==> config.mk <==
export PLATFORM = sky130hd
export DESIGN_NAME = count_sequencer
export DESIGN_NICKNAME = d
export VERILOG_FILES = /design/src/rtl/count_sequencer.sv
export SDC_FILE = /design/constraint.sdc
export NUM_CORES = 1
export LEC_CHECK = 0
export ABC_AREA = 1
export CAP_MARGIN = 20
export CORE_MARGIN = 4
export CORE_UTILIZATION = 45
export CTS_CLUSTER_SIZE = 40
export DETAILED_ROUTE_END_ITERATION = 10
export GPL_ROUTABILITY_DRIVEN = 0
export PLACE_DENSITY = 0.86
export SLEW_MARGIN = 20
export SYNTH_ARGS = -nofsm -noshare
export SYNTH_HDL_FRONTEND = slang
export SYNTH_SLANG_ARGS = --single-unit
==> constraint.sdc <==
create_clock -name clk -period 1.45 [get_ports clk]
set_input_delay 0.29 -clock clk [delete_from_list [all_inputs] [get_ports clk]]
set_output_delay 0.29 -clock clk [all_outputs]
set_load 0.005 [all_outputs]
==> src/rtl/count_sequencer.sv <==
// Command-driven sequencer for an 8-bit loadable counter: presets the counter,
// enables it until its output reaches the terminal value, then reports status.
module count_sequencer #(
  parameter int WIDTH       = 8,
  parameter int WDOG_CYCLES = 260
) (
  input  logic             clk,
  input  logic             i_reset,
  input  logic             i_cmd_valid,
  input  logic [WIDTH-1:0] i_cmd_start,
  input  logic [WIDTH-1:0] i_cmd_end,
  output logic             o_cmd_ready,
  input  logic             i_abort,
  input  logic [WIDTH-1:0] i_count_in,
  output logic             o_load,
  output logic             o_enable,
  output logic [WIDTH-1:0] o_data_out,
  output logic             o_busy,
  output logic             o_done,
  output logic [1:0]       o_status
);

  typedef enum logic [1:0] {S_IDLE, S_LOAD, S_RUN, S_DONE} state_t;

  localparam logic [1:0] ST_OK      = 2'b00;
  localparam logic [1:0] ST_ABORTED = 2'b01;
  localparam logic [1:0] ST_TIMEOUT = 2'b10;

  localparam int              WD_W    = $clog2(WDOG_CYCLES + 1);
  localparam logic [WD_W-1:0] WD_LAST = WD_W'(WDOG_CYCLES - 1);

  state_t           r_state;
  state_t           w_next_state;
  logic [WIDTH-1:0] r_start_q;
  logic [WIDTH-1:0] r_end_q;
  logic [1:0]       r_status;
  logic [WD_W-1:0]  r_wdog;

  logic w_handshake;
  logic w_match;
  logic w_expire;

  assign w_handshake = i_cmd_valid && o_cmd_ready;
  assign w_match     = (i_count_in == r_end_q);
  assign w_expire    = (r_wdog == WD_LAST);

  // NOTE: all state updates use <= so every register samples pre-edge values.
  always_ff @(posedge clk) begin
    if (i_reset) begin
      r_state   <= S_IDLE;
      r_start_q <= '0;
      r_end_q   <= '0;
      r_status  <= ST_OK;
      r_wdog    <= '0;
    end else begin
      r_state <= w_next_state;
      r_wdog  <= (r_state == S_RUN) ? r_wdog + WD_W'(1) : '0;
      if (w_handshake) begin
        r_start_q <= i_cmd_start;
        r_end_q   <= i_cmd_end;
        r_status  <= ST_OK;
      end
      // Abort outranks match, and match outranks watchdog expiry.
      if ((r_state == S_LOAD || r_state == S_RUN) && i_abort)
        r_status <= ST_ABORTED;
      else if (r_state == S_RUN && w_match)
        r_status <= ST_OK;
      else if (r_state == S_RUN && w_expire)
        r_status <= ST_TIMEOUT;
    end
  end

  always_comb begin
    w_next_state = r_state;
    case (r_state)
      S_IDLE:  if (w_handshake) w_next_state = S_LOAD;
      S_LOAD:  w_next_state = i_abort ? S_DONE : S_RUN;
      S_RUN:   if (i_abort || w_match || w_expire) w_next_state = S_DONE;
      S_DONE:  w_next_state = S_IDLE;
      default: w_next_state = S_IDLE;
    endcase
  end

  // NOTE: every output gets a default before the case so no latch is inferred.
  always_comb begin
    o_cmd_ready = 1'b0;
    o_load      = 1'b0;
    o_enable    = 1'b0;
    o_done      = 1'b0;
    o_busy      = (r_state != S_IDLE);
    case (r_state)
      S_IDLE:  o_cmd_ready = !i_reset;
      S_LOAD:  o_load      = !i_abort;
      S_RUN:   o_enable    = !i_abort && !w_match;
      S_DONE:  o_done      = 1'b1;
      default: ;
    endcase
  end

  assign o_data_out = r_start_q;
  assign o_status   = r_status;

endmodule

Word-level counts from Yosys, hierarchy flattened
Index checks and enable logic that the tools add are counted.
{ "op_classes": {"add_sub_neg": 1, "n_eq_ne": 7, "mux": 12, "bitwise": 1, "n_reduce_logical": 18} }
{ "ops": {"columns": ["op", "count"], "rows": [
  ["$add 9x1->9 const B", 1],
  ["$eq 9x9->1 const B", 1],
  ["$eq 8x8->1", 1],
  ["$mux 2", 4],
  ["$pmux 2 s4", 1],
  ["$mux 1", 7],
  ["$logic_and 1x1->1", 5],
  ["$eq 2x2->1 const B", 2],
  ["$reduce_bool 2->1", 2],
  ["$reduce_bool 4->1", 1],
  ["$logic_not 1->1", 3],
  ["$logic_or 1x1->1", 3],
  ["$reduce_or 3->1", 1],
  ["$eq 2x1->1 const B", 1],
  ["$logic_not 2->1", 1],
  ["$ne 2x1->1 const B", 1],
  ["$ne 2x2->1 const B", 1],
  ["$reduce_and 2->1", 1],
  ["$reduce_or 2->1", 1],
  ["$not 1->1", 1]
]} }
{ "totals": {"register_bits": 29, "inputBits": 28, "out_inout_bits": 15, "wordCells": 45} }

Depth between registers and ports, before layout
Gate-level depths: netlist (run 1).
{ "logic_depth": {"word_depth": 7, "mapped_depth": 11, "mapped_depth_nobuf": 11} }

Worst setup path after synthesis (run 1)
OpenSTA, ideal clock, no wires.
{ "synth_timing": {"kind": "reg-to-reg", "start": "reg r_state[0]", "end": "reg r_end_q[4]", "setup_time_ps": 119, "t_arrival_ps": 1227, "required_ps": 1331, "setup_slack_ps": 104, "stages_incl_launch_ff": 9, "n_path_buf": 1, "synth_period_minus_slack_ps": 1346, "path_cell_list": "dfxtp_1 > inv_1 > ha_1 > inv_1 > nor2_2 > nand2_2 > buf_4 > o21ai_0 > a21oi_1"} }
{ "synth_between": {"elab_chain_len": 3} }
{ "synth_rtl": {"columns": ["element", "line_no", "source"], "rows": [
  ["start: declaration", "32", "state_t r_state;"],
  ["start signal: assignment", "56", "r_state <= w_next_state;"],
  ["$logic_not 2->1", "91", "case (r_state)"],
  ["$mux 1", "91", null],
  ["via o_cmd_ready", "12", "output logic o_cmd_ready,"],
  ["$logic_and 1x1->1", "43", "assign w_handshake = i_cmd_valid && o_cmd_ready;"],
  ["end signal: assignment", "60", "r_end_q <= i_cmd_end;"],
  ["end: declaration", "35", "logic [WIDTH-1:0] r_end_q;"]
]} }
The timed path passes the listed nets, and every way through them passes these cells.
A chain may end at the register's enable or synchronous reset.

Worst setup path in the final report (run 1)
{ "layout_timing": {"start": "reg r_end_q[4]", "end": "out o_enable"} }
{ "layout_between": {"elab_chain_len": 4} }
{ "layout_rtl": {"columns": ["element", "line_no", "source"], "rows": [
  ["$eq 8x8->1", "44", "assign w_match = (i_count_in == r_end_q);"],
  ["$logic_not 1->1", "94", "S_RUN: o_enable = !i_abort && !w_match;"],
  ["$logic_and 1x1->1", "94", null],
  ["$mux 1", "91", null],
  ["end: declaration", "16", "output logic o_enable,"]
]} }
No other way between the ends.

==> flow_summary.yaml, run 1 <==
detailed_routing:
  wl_um: 5420
  wl_per_cell_um: 17.8
  route.detailed.drc: 0
  drt-initial-drc-count: 92
  first_pass_iters: 4
  vias_per_cell: 5.56
  met1_length_um: 2070
  highest_layer: "met4"
  dr_wl_met2_um: 2650
  route.vias.total: 1690
  wl_met3_um: 309
  ant_nets: 0
cells_and_area:
  area.growth.synth_to_final_pct: 75.7
  design_area_mm2: 0.00240
  final_common_cell: "nand2_1"
  mostFrequentLayoutCells: "51 x nand2_1, 25 x buf_4, 21 x clkdlybuf4s50_1"
  nFillCells: 139
  drive_gt1_frac: 0.385
  regArea_um2: 594
  multi_input_area_um2: 882
  fin_cells: 304
  antenna_cells: 0
  final_nets: 306
timing:
  rsz0062_at_grt: "true"
  setup_viol: 19
  worst_pin_slew_ns: 0.587
  timing.final.hold_violations: 0
  min_period_ns: 1.68
  final.setup_skew_ns: 0.0241
  max_freq_mhz: 595
  drv_slew: 0
  maxSlewHeadroom: 0.607
  fin_ws_ns: -0.232
  period_share: 1.16
synth:
  synth_top_family_by_area: "simple AND/OR/NAND/NOR gates"
  syn-instance-count: 190
  ys_seq_elements: 29
  synth-adder-area-share: 0.0549
  synth_cell_types: 24
  yosysSeqAreaShare: 0.425
  synthSimpleGateAreaFrac: 0.309
  synth_top_area_cell: "dfxtp_1"
  synthTopCellsByArea: "dfxtp_1 42%, nand2_1 15%, inv_1 6.6%"
  ys_warn_count: 0
  synth_compound_area_frac: 0.0897
  syn_nets: 224
  synth_top_area_frac: 0.425
  synthMuxAreaShare: 0
  synth_area_per_cell_um2: 7.20
  synth_xor_area_frac: 0.0256
  syn-cell-area_mm2: 0.00137
worst_setup_path:
  rr_worst_depth: 12
  max_stage_delay_ns: 0.40
  slowest_stage: "dfxtp_1"
  crit_buf_inv: 2
  timing.rr.start: "r_state[1]"
  crit_path_start: "r_end_q[4]"
  worstPathMaxFanout: 2
  cp.arrival_ns: 1.39
  cp-start-kind: "flip-flop"
  crit_top_cell: "nand2_1"
  endpoint_kind: "primary output"
  critical_path_depth: 7
  path_delay_family: "flip-flops"
  cp.required_ns: 1.16
  critical_path.cell_chain: "inv_1 -> nand2_1 -> nand2_1 -> nand2_1 -> nor2_2 -> a21boi_2 -> buf_2"
  critPathKind: "reg -> out"
hold_path:
  holdPathStages: 2
  min-delay-start: "o_data_out[5]"
  hp-class: "reg -> reg"
power:
  clkPwrFrac: 0.156
  p_per_area_mw_per_mm2: 1290
  intPower_uw: 1920
  p_leak_uw: 0.00112
  irDropWorstVdd_uv: 823
  p_comb_frac: 0.507
  swShare: 0.381
  p_seq_frac: 0.336
  p_switching_uw: 1180
clock_tree:
  cts_tree: "yes"
  clock-sinks: 29
  root_buffer: "clkbuf_4"
  cts_buffer_depth: 2
  hold_buffers: 0
  cts_max_level: 2
  clk_latency_ns: 0.34
  clkTransAtPathRegs_ns: 0.11
  numCtsBuffers: 5
die:
  ios: 43
  std_cell_rows: 19
  die_x_um: 63.1
  fp.dieH_um: 63.1
  start_util: 0.483
  core_mm2: 0.00283
  die_area_mm2: 0.00398
global_routing:
  grt_max_degree: 17
  grt_overflow_total: 0
  antenna_found_initial: 0
  grt_pass1_wl_um: 5820
  track_usage: 0.187
  grt_pass1_vias: 1360
placed_design:
  hpwl_um: 2490
  place_area_mm2: 0.00198
  numPlacedInstances: 282
  port_buffers: 42
run:
  drv_cap: 0
run_status:
  violations: "setup timing"
  status: "finished, violations left"
## power by group through the flow
stage | Combinational (uW) | Clock, uW | Sequential [uW]
finish | 1570 | 484 | 1040
global placement | 933 | 0 | 1000
CTS | 1070 | 472 | 1010
detailed placement | 964 | 0 | 1010
floorplan | 436 | 0 | 1010
global route | 1670 | 526 | 1050
## flip-flops by register name (all words and copies together) (netlist names)
signal      flops
o_data_out      8
r_wdog          9
r_end_q         8
o_status        2
r_state         2
## logic make-up after synthesis
| group | Yosys count |
|---|---|
| compound gates | 24 |
| xor+xnor | 4 |
| fa+ha+maj | 6 |
| buf+inv | 30 |
| flops | 29 |
| simple gates | 97 |
## layer usage
| metal | global-route usage | up-vias |
|---|---|---|
| met4 | 0.110 | 0 |
| li1 | - | 768 |
| met1 | 0.202 | 785 |
| met2 | 0.325 | 100 |
| met3 | 0.0497 | 37 |
| met5 | 0 | - |
## cell usage after synthesis
master and count:
xnor2_1 3, buf_2 1, clkinv_1 1, o21ai_0 9
nand3_1 16, nor3_2 1, clkbuf_8 1, nand2_1 56
dfxtp_1 29, a21oi_1 13, xor2_1 1, or2_2 1
nand3_2 1, inv_1 24, o21ai_1 1, nor2_2 3
a21boi_0 1, nor2_1 12, buf_4 2, nor3_1 1
nand2_2 2, inv_2 1, nand4_1 4, ha_1 6
## path summary, 6_finish.rpt
path | endpoint | slack (ns)
setup / recovery | o_enable | -0.23
hold / removal | o_data_out[5] | 0.46
setup reg to reg | r_state[0] | -0.15
hold reg to reg | o_data_out[5] | 0.46
## worst min-delay path, delay by kind of cell, from the launching register on
| kind | cells | cell delay (ns) |
|---|---|---|
| DFF | 1 | 0.32 |
| and+or+nand+nor | 2 | 0.10 |
## repair_timing
action	4_1_cts	5_1_grt
cloned	2	2
hold endpoints to repair	0	0
pin swaps	9	22
resized for setup	54	67
buffers inserted	5	6
setup endpoints to repair	35	26
## cell type report
type / instances / area share
clock buffers: 6 / 0.0172
clock inverters: 2 / 0.00417
inverters: 26 / 0.0464
multi-input cells: 133 / 0.367
flip-flops and latches: 29 / 0.247
well taps: 31 / 0.0161
repair buffers: 76 / 0.298
repair inverters: 1 / 0.00313
## through the flow
step / total power, uW / setup TNS, ns / worst slack, ns / hold WS, ns / util
2_1_floorplan: 1450 / 0 / 0.104 / 0.359 / -
3_3_place_gp: 1940 / -4.82 / -0.532 / 0.427 / 0.699
3_5_place_dp: 1970 / -5.05 / -0.558 / 0.448 / 0.699
4_1_cts: 2550 / -0.581 / -0.111 / 0.464 / 0.750
5_1_grt: 3240 / -2.83 / -0.305 / 0.484 / 0.849
6_report: 3100 / -1.25 / -0.232 / 0.459 / 0.849
(Power assumes the default switching activity.)
==> inputs of run 2 (changes only) <==
--- a/config.mk
+++ b/config.mk
@@ -9,7 +9,8 @@
 export CAP_MARGIN = 20
 export CORE_MARGIN = 4
 export CORE_UTILIZATION = 45
-export CTS_CLUSTER_SIZE = 40
+export CTS_BUF_LIST = sky130_fd_sc_hd__clkbuf_16
+export CTS_CLUSTER_SIZE = 10
 export DETAILED_ROUTE_END_ITERATION = 10
 export GPL_ROUTABILITY_DRIVEN = 0
 export PLACE_DENSITY = 0.86
==> flow_summary.yaml, run 2 (synthesized netlist as in run 1, its figures left out) <==
power:
  irDropWorstVdd_uv: 1380
  p_leak_uw: 0.00113
  p_per_area_mw_per_mm2: 1430
hold_path:
  hold_end: "r_wdog[0]"
  hp-class: "reg -> reg"
  holdPathStages: 1
  min-delay-start: "r_wdog[0]"
cells_and_area:
  final_nets: 303
  fin_cells: 301
  final_common_cell: "nand2_1"
  regMostFlops: "r_wdog"
  drive_gt1_frac: 0.278
  mostFrequentLayoutCells: "53 x nand2_1, 27 x clkdlybuf4s50_1, 26 x dfxtp_1"
  largest_reg_flops: 9
  area.growth.synth_to_final_pct: 73.8
  antenna_cells: 0
global_routing:
  antenna_found_initial: 0
  grt_pass1_wl_um: 5990
  grt_pass1_vias: 1371
  track_usage: 0.192
  grt_max_degree: 17
  grt_overflow_total: 0
die:
  start_util: 0.483
  std_cell_rows: 19
  fp.dieH_um: 63.1
  die_area_mm2: 0.00398
  ios: 43
  core_mm2: 0.00283
  die_x_um: 63.1
timing:
  drv_slew: 0
  max_freq_mhz: 640
  maxSlewHeadroom: 0.660
  whs_ns: 0.460
  worst_pin_slew_ns: 0.508
  min_period_ns: 1.56
  fin_ws_ns: -0.113
  final.setup_skew_ns: 0.00901
  timing.final.hold_violations: 0
  setup_viol: 18
  period_share: 1.08
  rsz0062_at_grt: "true"
worst_setup_path:
  ff2ff_setup_slack_ns: -0.10
  endpoint_kind: "primary output"
  cp-start-kind: "flip-flop"
  r2r-end: "o_status[0]"
  critPathKind: "reg -> out"
  cp.required_ns: 1.16
  cp.arrival_ns: 1.27
  worstPathMaxFanout: 2
  rr_worst_depth: 9
  timing.rr.start: "r_state[0]"
run:
  drv_cap: 0
placed_design:
  numPlacedInstances: 282
  hpwl_um: 2490
  place_ws_ns: -0.558
  port_buffers: 42
clock_tree:
  clkTransAtPathRegs_ns: 0.05
  numCtsBuffers: 5
  clock-sinks: 29
  root_buffer: "clkbuf_16"
  cts_tree: "yes"
  cts_max_level: 2
  clk_latency_ns: 0.28
  hold_buffers: 0
  cts_buffer_depth: 2
detailed_routing:
  wl_um: 4820
  vias_per_cell: 5.27
  ant_nets: 0
  wl_per_cell_um: 16.0
  first_pass_iters: 5
  drt-initial-drc-count: 125
  route.detailed.drc: 0
  route.vias.total: 1585
run_status:
  status: "finished, violations left"
  violations: "setup timing"
run 2: cell count changes in the layout (fill, tap and decap cells not counted), sizes merged:
cell and delta:
inv +1, clkbuf -2, clkdlybuf4s15 +1, dlygate4sd2 -11
clkdlybuf4s50 +6, dlymetal6s2s +5, buf -3
run 2: through the flow:
step,utilization,setup TNS (ns),power (uW),cell area (um^2)
6_report,0.840,-0.743,3410,2380
5_1_grt,0.840,-2.27,3570,2380
4_1_cts,0.770,-0.121,3050,2180
3_5_place_dp,0.699,-5.05,1970,1980
3_3_place_gp,0.699,-4.82,1940,1980
2_1_floorplan,-,0,1450,1370
run 2: layout make-up:
class                           count  area (um^2)
Tap cell                           31         38.8
Clock inverter                      3         13.8
Timing Repair inverter              1         7.51
Timing Repair Buffer               73          707
Fill cell                         149          452
Clock buffer                        5          125
Multi-Input combinational cell    133          795
Inverter                           26          106
Sequential cell                    29          584
run 2: layer usage:
| layer | GRT usage | up-vias | wire length, um |
|---|---|---|---|
| li1 | - | 764 | - |
| met1 | 0.210 | 724 | 1820 |
| met2 | 0.325 | 79 | 2480 |
| met3 | 0.0497 | 18 | 344 |
| met4 | 0.127 | 0 | 173 |
| met5 | 0 | - | 0 |
run 2: repair_timing:
action	CTS	global route
buffers inserted	2	5
pin swaps	4	9
setup endpoints to repair	25	23
gates cloned	1	3
gates resized for setup	39	35
run 2: report_power, final:
part           internal, uW  total (uW)  leakage (uW)  switching [uW]
clock                   620         971     0.0000748             351
sequential              931        1010      0.000238            79.9
combinational           732        1420      0.000814             692
run 2: how the worst max path moves through the flow:
stage | from | endpoint | depth (start not counted)
floorplan | r_state[0] | r_end_q[4] | 8
global placement | i_count_in[5] | o_enable | 8
detailed placement | i_count_in[5] | o_enable | 8
CTS | i_count_in[3] | o_enable | 6
global route | r_state[1] | r_state[1] | 12
finish | r_end_q[6] | o_enable | 5
run 2: worst max-delay path: stages (launching register included):
cell and delay [ns]:
dfxtp_1 0.32, xnor2_1 0.18, nand2_1 0.12, nor2_2 0.18, a21boi_2 0.07, buf_2 0.12
==> inputs of run 3 (changes only) <==
--- a/config.mk
+++ b/config.mk
@@ -13,7 +13,7 @@
 export CTS_CLUSTER_SIZE = 10
 export DETAILED_ROUTE_END_ITERATION = 10
 export GPL_ROUTABILITY_DRIVEN = 0
-export PLACE_DENSITY = 0.86
+export PLACE_DENSITY = 0.9
 export SLEW_MARGIN = 20
 export SYNTH_ARGS = -nofsm -noshare
 export SYNTH_HDL_FRONTEND = slang
==> flow_summary.yaml, run 3 (synthesized netlist as in run 1, its figures left out) <==
detailed_routing:
  route.detailed.drc: 0
  wl_um: 4110
  route.vias.total: 1509
  ant_nets: 0
  wl_per_cell_um: 13.9
  vias_per_cell: 5.12
  drt-initial-drc-count: 70
  first_pass_iters: 4
power:
  p_comb_frac: 0.372
  p_leak_uw: 0.00107
  finalPower_uw: 3180
  irDropWorstVdd_uv: 943
  p_per_area_mw_per_mm2: 1400
  swShare: 0.310
  clkPwrFrac: 0.306
  intPower_uw: 2200
  p_switching_uw: 986
  p_seq_frac: 0.322
cells_and_area:
  final_nets: 297
  mostFrequentLayoutCells: "54 x nand2_1, 27 x clkdlybuf4s50_1, 25 x dfxtp_1"
  fin_util: 0.801
  design_area_mm2: 0.00227
  antenna_cells: 0
  drive_gt1_frac: 0.269
  regMostFlops: "r_wdog"
  area.growth.synth_to_final_pct: 65.7
  final_common_cell: "nand2_1"
  largest_reg_flops: 9
run_status:
  violations: "setup timing"
  status: "finished, violations left"
worst_setup_path:
  rr_worst_depth: 9
  path_delay_family: "flip-flops"
  endpoint_kind: "primary output"
  critPathKind: "reg -> out"
  ff2ff_setup_slack_ns: 0.06
  cp.required_ns: 1.16
  worstPathMaxFanout: 2
  timing.rr.start: "r_state[1]"
  crit_buf_inv: 3
  cp-start-kind: "flip-flop"
  slowest_stage: "dfxtp_2"
  cp.arrival_ns: 1.25
  r2r-end: "r_end_q[0]"
  critical_path.cell_chain: "inv_4 -> ha_4 -> inv_2 -> nor2_2 -> a21boi_2 -> buf_2"
  max_stage_delay_ns: 0.33
placed_design:
  hpwl_um: 2520
  place_area_mm2: 0.00199
  port_buffers: 42
timing:
  max_freq_mhz: 647
  min_period_ns: 1.54
  setup_viol: 2
  fin_ws_ns: -0.0945
  worst_pin_slew_ns: 0.263
  timing.final.hold_violations: 0
  tns_ns: -0.151
  period_share: 1.07
  whs_ns: 0.417
  drv_slew: 0
  maxSlewHeadroom: 0.823
  final.setup_skew_ns: 0.00800
  rsz0062_at_grt: "true"
clock_tree:
  root_buffer: "clkbuf_16"
  clock-sinks: 29
  cts_tree: "yes"
  numCtsBuffers: 5
  clk_latency_ns: 0.28
  clkTransAtPathRegs_ns: 0.05
  cts_buffer_depth: 2
  cts_max_level: 2
die:
  std_cell_rows: 19
  ios: 43
  fp.dieH_um: 63.1
  die_x_um: 63.1
  start_util: 0.483
  die_area_mm2: 0.00398
  core_mm2: 0.00283
hold_path:
  hold_end: "r_wdog[0]"
  min-delay-start: "r_wdog[0]"
  hp-class: "reg -> reg"
  holdPathStages: 1
global_routing:
  grt_pass1_vias: 1444
  track_usage: 0.194
  antenna_found_initial: 0
  grt_max_degree: 17
  grt_pass1_wl_um: 6170
  grt_overflow_total: 0
run:
  drv_cap: 0
-- run 3: cell count changes in the layout (fill, tap and decap cells not counted), moves of 2 or more --
| cell | before | now |
|---|---|---|
| inv_1 | 20 | 18 |
| nand2_4 | 3 | 1 |
| buf_8 | 2 | 0 |
| nand2_8 | 2 | 0 |
-- run 3: area by class of cell --
cell class	count	area, um^2
clock buffer	5	125
clock inverter	3	17.5
fill	178	563
inverter	26	111
multi-input combinational	131	742
sequential	29	588
tap	31	38.8
timing repair buffer	70	643
-- run 3: repair_timing --
item	CTS	global route
setup endpoints to repair	21	21
hold buffers	0	0
gates resized for setup	37	32
buffers inserted	0	4
pin swaps	1	13
-- run 3: how the worst max path moves through the flow --
| stage | startpoint | to | slack (ns) | depth (start not counted) |
|---|---|---|---|---|
| floorplan | r_state[0] | r_end_q[4] | 0.10 | 8 |
| global placement | i_count_in[7] | o_enable | -0.53 | 8 |
| detailed placement | i_count_in[0] | o_enable | -0.55 | 8 |
| CTS | r_state[0] | o_enable | -0.16 | 6 |
| global route | r_state[0] | o_enable | -0.14 | 6 |
| finish | r_state[0] | o_enable | -0.09 | 6 |
-- run 3: metal layers --
metal,wire length [um],up-vias,GRT usage,part of all wire
met5,0,-,0,0
met4,125,0,0.0992,0.030
met3,260,12,0.0622,0.063
met2,2110,58,0.348,0.51
met1,1620,693,0.200,0.39
li1,-,746,-,-
-- run 3: worst register-to-register path, cell delays in order, from the launching register on --
cell and delay [ns]:
dfxtp_4 0.35, buf_6 0.13, inv_6 0.06, ha_4 0.15, inv_4 0.04, nor2_4 0.09, nand2_4 0.10, buf_4 0.16
o21ai_1 0.14, a21oi_1 0.06
-- run 3: power by group through the flow --
stage               combinational, uW  clock (uW)  sequential, uW
floorplan                         436           0            1010
global placement                  951           0            1000
detailed placement                980           0            1010
CTS                              1070         984            1000
global route                     1300        1020            1040
finish                           1180         972            1030
-- run 3: through the flow --
step           instances  worst slack, ns
2_1_floorplan        190            0.104
3_3_place_gp         283           -0.529
3_5_place_dp         283           -0.555
4_1_cts              291           -0.156
5_1_grt              295           -0.143
6_report             295          -0.0945
==> patch: new RTL, config.mk and constraints of run 2 <==
Change the parameter `WDOG_CYCLES` from 260 to 520.
--- a/src/rtl/count_sequencer.sv
+++ b/src/rtl/count_sequencer.sv
@@ -4,3 +4,3 @@
   parameter int WIDTH       = 8,
-  parameter int WDOG_CYCLES = 260
+  parameter int WDOG_CYCLES = 520
 ) (
Formal check against the unedited RTL: no difference found for any inputs over 10 cycles, from zero or initial values and one cycle with i_reset high; that may be too few to reach the edited logic, so the function may still have changed.
==> patch against run 2 <==
  * The flow still finishes with violations (negative setup slack)
  * Setup slack got worse by 0.024 ns
  * Via count shrank 5.5%
  * Combinational power decreased by 22%
  * Synthesized cell count is 5.3% higher
  * Cell count down 1.0%
  * Sequential power rose by 6%
  * Sequential share of layout area up 2.3 points
  * Routed wire length down 18%
  * Power is 1.9% lower
  * Final area down 3.8%
  * Synthesized area increased by 2.2%
  * Sequential cell count up 1
  * Non-clock buffer count down 10
  * Highest routed layer unchanged
==> patch: results <==
[logic_synthesis]
synth_common_cells = nand2_1 (60), dfxtp_1 (30), inv_1 (26)
synth_area_leaders = dfxtp_1 (43%), nand2_1 (16%), inv_1 (7.0%), ha_1 (5.4%), nand3_1 (5.4%)
syn-num-nets = 234
netlist_instances = 200
synth-seq-area-share = 0.430
netlist-cell-type-count = 21

[critical_path]
reg2reg_setup_slack_ns = 0.06
crit_slowest_cell = dfxtp_2
critical_path.top_delay_family = flip-flops
cp.arrival_ns = 1.30

[worst_hold_path]
hold_class = flip-flop to flip-flop

[detailed_routing]
detail_route.iter0.violations = 95
wl_per_cell_um = 13.3
vias_per_cell = 5.03

[power]
ir_drop_uv = 1150
power.leakage_nw = 1.05
swShare = 0.295

[grt]
use_met1 = 0.213
grt_pass1_vias = 1503
grt_use_met2 = 0.373
grt_max_degree = 17
grtUsageMet3 = 0.0788
grt_pass1_wl_mm = 6.49
track_usage = 0.207

[cts]
cts.clk_slew.worst_paths_ns = 0.05

[timing]
skew_ns = 0.00446
layout_setup_ws_ns = -0.137
setup_tns_ns = -0.292
setup_viol = 3
relSlewSlack = 0.802
hold_ws_ns = 0.445

[final_layout]
largest_register_ffs = 10
fin_cells = 298
drive_gt1_frac = 0.251

[placed_design]
post-place-cells = 287
io_buffer_count = 42
dp_hpwl_mm = 2.49
dp_slack_ns = -0.581
dpl_cell_area_um2 = 2000

[status]
violations = negative setup slack
status = complete, but fails checks
-- patch: logic make-up (layout without fill, tap and decap cells) --
logic type | Yosys count | count (layout) | synth area share
adder cells (fa/ha/maj) | 6 | 6 | 0.0537
buffers and inverters | 31 | 98 | 0.0850
flip-flops | 30 | 30 | 0.430
AO/OA/AOI/OAI | 23 | 23 | 0.0851
XOR/XNOR | 4 | 4 | 0.0251
AND/OR/NAND/NOR | 106 | 106 | 0.321
-- patch: power by group through the flow --
stage,Combinational (mW),Sequential [mW],Clock [mW]
after CTS,1.04,1.05,1.19
final,1.11,1.07,1.16
after global routing,1.24,1.08,1.22
after floorplan,0.406,1.04,0
after global placement,0.907,1.04,0
after detailed placement,0.921,1.04,0
-- patch: path summary, 6_finish.rpt --
kind / startpoint / endpoint / cells past startpoint
min: r_wdog[0] / r_wdog[0] / 1
max: r_state[0] / o_enable / 6
min reg2reg: r_wdog[0] / r_wdog[0] / 1
max reg2reg: r_state[0] / o_status[1] / 11
-- patch: cell type report --
type	instances	area, µm²
Multi-Input combinational cell	139	772
Clock inverter	3	41.3
Inverter	27	109
Timing Repair Buffer	63	586
Sequential cell	30	614
Fill cell	186	567
Clock buffer	5	125
Tap cell	31	38.8
-- patch: layer usage --
metal  up-vias  wire, µm
met1       678      1560
met3         4       211
met2        47      2140
li1        769         -
met4         0        42
met5         -         0
-- patch: worst register-to-register path, delay by kind of cell, from the launching register on --
family | cells | cell delay [ns]
simple gates | 6 | 0.39
flops | 1 | 0.33
fa+ha+maj | 1 | 0.15
buf+inv | 4 | 0.40
-- patch: timing repair --
item	in CTS	in global routing
gates cloned	0	0
gates resized for setup	50	27
setup buffers	3	0
pin swaps	12	8
hold buffers	0	0
endpoints found under the setup margin	25	27
